`config.mk`:
```
export PLATFORM = sky130hd
export DESIGN_NAME = hazard_ctrl_unit
export DESIGN_NICKNAME = d
export VERILOG_FILES = /design/src/rtl/hazard_ctrl_unit.sv
export SDC_FILE = /design/constraint.sdc
export NUM_CORES = 1
export LEC_CHECK = 0
export CAP_MARGIN = 20
export CORE_MARGIN = 3
export CORE_UTILIZATION = 26
export DETAILED_ROUTE_END_ITERATION = 6
export MAX_ROUTING_LAYER = met4
export PLACE_DENSITY = 0.83
export RECOVER_POWER = 25
export SYNTH_ARGS = -nofsm -noshare
export SYNTH_HDL_FRONTEND = slang
export SYNTH_SLANG_ARGS = --single-unit
```
`constraint.sdc`:
```
create_clock -name clk -period 1.3 [get_ports clk]
set_clock_uncertainty 0.1 [all_clocks]
set_input_delay 0.13 -clock clk [delete_from_list [all_inputs] [get_ports clk]]
set_output_delay 0.13 -clock clk [all_outputs]
set_load 0.05 [all_outputs]
```
`src/rtl/hazard_ctrl_unit.sv`:
```
// Pipeline hazard controller: load-use stalls and branch flushes for the IF/ID / ID/EX front end.
// Optional HAZARD_PERF_CNT_EN adds stall/flush performance counters.
module hazard_ctrl_unit #(
    parameter int unsigned REG_ADDR_W   = 5,
    parameter int unsigned STALL_CYCLES = 1,
    parameter int unsigned FLUSH_CYCLES = 1,
    parameter int unsigned CNT_W        = 32
) (
    input  logic                  clk,
    input  logic                  reset,
    input  logic [REG_ADDR_W-1:0] IFID_rs1,
    input  logic [REG_ADDR_W-1:0] IFID_rs2,
    input  logic [REG_ADDR_W-1:0] IDEX_rd,
    input  logic                  IDEX_MemRead,
    input  logic                  Branch_taken,
    output logic                  PC_Write,
    output logic                  IFID_Write,
    output logic                  Flush,
    output logic                  IDEX_Bubble,
    output logic [1:0]            hz_state,
    output logic [CNT_W-1:0]      stall_count,
    output logic [CNT_W-1:0]      flush_count
);

    localparam logic [3:0] STALL_RELOAD = 4'(STALL_CYCLES - 1);
    localparam logic [3:0] FLUSH_RELOAD = 4'(FLUSH_CYCLES - 1);

    typedef enum logic [1:0] {
        IDLE  = 2'd0,
        STALL = 2'd1,
        FLUSH = 2'd2
    } state_t;

    state_t     state;
    state_t     state_next;
    logic [3:0] cnt;
    logic [3:0] cnt_next;
    logic [3:0] cnt_dec;
    logic       lu;

    assign lu = IDEX_MemRead && (IDEX_rd != '0) &&
                ((IDEX_rd == IFID_rs1) || (IDEX_rd == IFID_rs2));

    // Remaining-cycle counter never wraps below zero
    assign cnt_dec = (cnt == 4'd0) ? 4'd0 : cnt - 4'd1;

    always_ff @(posedge clk) begin
        if (reset) begin
            state <= IDLE;
            cnt   <= 4'd0;
        end else begin
            state <= state_next;
            cnt   <= cnt_next;
        end
    end

    assign hz_state = state;

    // Mealy outputs: a hazard or branch acts in the cycle it is seen
    always_comb begin
        state_next  = state;
        cnt_next    = cnt;
        PC_Write    = 1'b1;
        IFID_Write  = 1'b1;
        Flush       = 1'b0;
        IDEX_Bubble = 1'b0;
        if (reset) begin
            PC_Write    = 1'b0;
            IFID_Write  = 1'b0;
            Flush       = 1'b1;
            IDEX_Bubble = 1'b1;
            state_next  = IDLE;
            cnt_next    = 4'd0;
        end else if (Branch_taken) begin
            Flush       = 1'b1;
            IDEX_Bubble = 1'b1;
            if (FLUSH_CYCLES > 1) begin
                state_next = FLUSH;
                cnt_next   = FLUSH_RELOAD;
            end else begin
                state_next = IDLE;
                cnt_next   = 4'd0;
            end
        end else begin
            case (state)
                IDLE: begin
                    if (lu) begin
                        PC_Write    = 1'b0;
                        IFID_Write  = 1'b0;
                        IDEX_Bubble = 1'b1;
                        if (STALL_CYCLES > 1) begin
                            state_next = STALL;
                            cnt_next   = STALL_RELOAD;
                        end
                    end
                end
                STALL: begin
                    PC_Write    = 1'b0;
                    IFID_Write  = 1'b0;
                    IDEX_Bubble = 1'b1;
                    cnt_next    = cnt_dec;
                    if (cnt <= 4'd1) state_next = IDLE;
                end
                FLUSH: begin
                    Flush       = 1'b1;
                    IDEX_Bubble = 1'b1;
                    cnt_next    = cnt_dec;
                    if (cnt <= 4'd1) state_next = IDLE;
                end
                default: begin
                    state_next = IDLE;
                    cnt_next   = 4'd0;
                end
            endcase
        end
    end

`ifdef HAZARD_PERF_CNT_EN
    always_ff @(posedge clk) begin
        if (reset) begin
            stall_count <= '0;
            flush_count <= '0;
        end else begin
            if (!IFID_Write) stall_count <= stall_count + CNT_W'(1);
            if (Flush)       flush_count <= flush_count + CNT_W'(1);
        end
    end
`else
    assign stall_count = '0;
    assign flush_count = '0;
`endif

endmodule

```
==> run summary, run 1 <==
Max Transition Viols Final -> 0
Synth area leaders -> buf_4 76%, xor2_1 13%, nor3_1 1.5%
Flop pwr share -> 0%
final worst slack -> -0.184 ns
setup bufs post-CTS -> 0
vias in the first global route -> 316
Crit path required time -> 1.07 ns
Hold Path Sink -> PC_Write
global placer's final weighted congestion -> 0.617
crit path kind -> in2out
DR iter-0 viols -> 0
Period Utilization, post-route -> 114%
FF+latch area -> 0 um^2
Via density -> 3.00
total power -> 0.584 mW
Post-Syn Area -> 663 um^2
Clk pwr share -> 0%
Sw Ratio -> 85.1%
count of final hold-check violations -> 0
gr usage total -> 4.78%
P_sw -> 0.497 mW
largest net degree at the start of global routing -> 4
status -> finished with violations
Synth cell types -> 12
share of cells above drive strength 1 -> 26.5%
Final TNS setup -> -0.472 ns
Syn Inst Count -> 89
initial cell density of the core -> 28.6%
Chip Height -> 56.5 um
Synth top area share -> 75.8%
Leak -> 0.436 nW
Fill cells -> 263
Pwr per Cell Area -> 817 nW/um^2
hold path startpoint -> reset
DR WL/cell -> 7.43 um
Nets -> 134
hpwl dp -> 963 um
Comb power frac -> 100.0%
clk_buf instances -> 0
DRT antenna net count -> 0
dominant cell type by area after synthesis -> buf_4
Inserted Diodes -> 0
PortBufs -> 22
Max-Cap Viols -> 0
final wirelength -> 1.05 mm
Final setup viols -> 3
Core Rows -> 17
via count -> 423
total grt overflow -> 0
core area -> 2320 um^2
Ports -> 89
first-pass GRT wire length -> 1.28 mm
worst path bufs/invs -> 2
Setup crit end kind -> output port
crit-path max FO -> 3
RSZ-0062 raised after global routing -> yes
Area growth syn-to-layout -> 7.74%
worst path cell trace -> buf_6, or4_4, o21ai_4, o31a_4, buf_12
fmax -> 674 MHz
TritonRoute pass-1 iters -> 1
Seq/Total Area, Yosys -> 0%
CP max stage cell -> or4_4
CP delay by family, top -> simple AND/OR/NAND/NOR gates
Avg Cell Area, Syn -> 7.45 um^2
Hold Path Cell Cnt -> 4
Arrival @ worst endpoint -> 1.25 ns
DRC -> 0
Die Wd -> 56.5 um
crit path time final -> 1.48 ns
P_int -> 0.0872 mW
Worst setup SP type -> input port
Hold WC Path Type -> in2out
hold_ws -> 0.586 ns
CP max stage delay -> 0.54 ns
antenna violations before repair -> 0
synth warn -> 0
die footprint -> 3190 um^2
failing checks -> negative setup slack
maximum vdd drop -> 0.275 mV
Seq cells -> 0
[layout by cell type, fill, tap and decap left out, drive strengths merged]
cell type	netlist	routed
clkdlybuf4s15	0	2
nor3	2	2
a22oi	1	1
dlygate4sd2	0	1
dlymetal6s2s	0	1
inv	1	1
buf	67	18
xor2	10	10
or4	1	1
o31a	1	1
clkbuf	0	3
o21bai	1	1
or2	1	1
nor2	2	2
o21ai	1	1
conb	1	66
clkdlybuf4s50	0	1
[tightest hold or removal path, cell delays in order]
cell and delay [ns]:
dlymetal6s2s_1 0.10, inv_1 0.05, o31a_4 0.13, buf_12 0.14
[stage by stage]
step                      setup slack [ns]  std cells  utilization [%]  instance area [um^2]
final                               -0.184        141             30.8                   714
after global routing                -0.222        141             30.8                   714
after CTS                           -0.200        141             30.3                   703
after detailed placement            -0.610        141             30.9                   716
after global placement              -0.599        141             30.9                   716
after floorplan                     -0.212        154                -                   918
[power groups by stage]
stage / clock network, mW / registers (mW) / logic [mW]
2_1_floorplan: 0 / 0 / 0.636
3_3_place_gp: 0 / 0 / 0.576
3_5_place_dp: 0 / 0 / 0.579
4_1_cts: 0 / 0 / 0.575
5_1_grt: 0 / 0 / 0.604
6_report: 0 / 0 / 0.584
[worst max path at each step]
stage / start / endpoint / slack [ns] / cells after the start
6_report: IDEX_rd[3] / IFID_Write / -0.18 / 5
5_1_grt: IDEX_rd[3] / IFID_Write / -0.22 / 6
4_1_cts: IDEX_rd[3] / IFID_Write / -0.20 / 5
3_5_place_dp: IDEX_rd[1] / IFID_Write / -0.61 / 5
3_3_place_gp: IDEX_rd[1] / IFID_Write / -0.60 / 5
2_1_floorplan: IDEX_rd[1] / PC_Write / -0.21 / 4
[kinds of logic after synthesis]
group / synth area share, %
AO/OA/AOI/OAI: 5.10
XOR/XNOR: 13.2
buffers and inverters: 76.4
other: 0.565
AND/OR/NAND/NOR: 4.72
[metal layers]
metal	vias up	wire (um)	part of all wire, %	global-route usage [%]
li1	189	-	-	-
met1	182	168	16	3.27
met2	52	654	62	12.0
met3	0	225	21	0.460
met4	0	0	0	0
met5	-	0	0	-
[Yosys cell counts (all sizes together)]
master / n
o21bai: 1
or2: 1
nor2: 2
xor2: 10
a22oi: 1
o21ai: 1
conb: 1
inv: 1
o31a: 1
nor3: 2
or4: 1
buf: 67
[final cells by class]
| class | instances | area (um^2) | share of cell area (%) |
|---|---|---|---|
| inverters | 1 | 3.75 | 0.525 |
| multi-input cells | 86 | 448 | 62.7 |
| well taps | 28 | 35.0 | 4.90 |
| repair buffers | 26 | 228 | 31.9 |
[timing repair]
item	4_1_cts	5_1_grt
pin swaps	15	11
hold buffers	0	0
resized for setup	60	9
endpoints found under the setup margin	4	4
No activity file was read; power rests on OpenSTA's default activity.
==> run 2, diff against run 1 <==
--- a/config.mk
+++ b/config.mk
@@ -5,6 +5,7 @@
 export SDC_FILE = /design/constraint.sdc
 export NUM_CORES = 1
 export LEC_CHECK = 0
+export ABC_CLOCK_PERIOD_IN_PS = 1300
 export CAP_MARGIN = 20
 export CORE_MARGIN = 3
 export CORE_UTILIZATION = 26
==> results of run 2 <==
Final layout, timing and power as in run 1 (identical DEF).
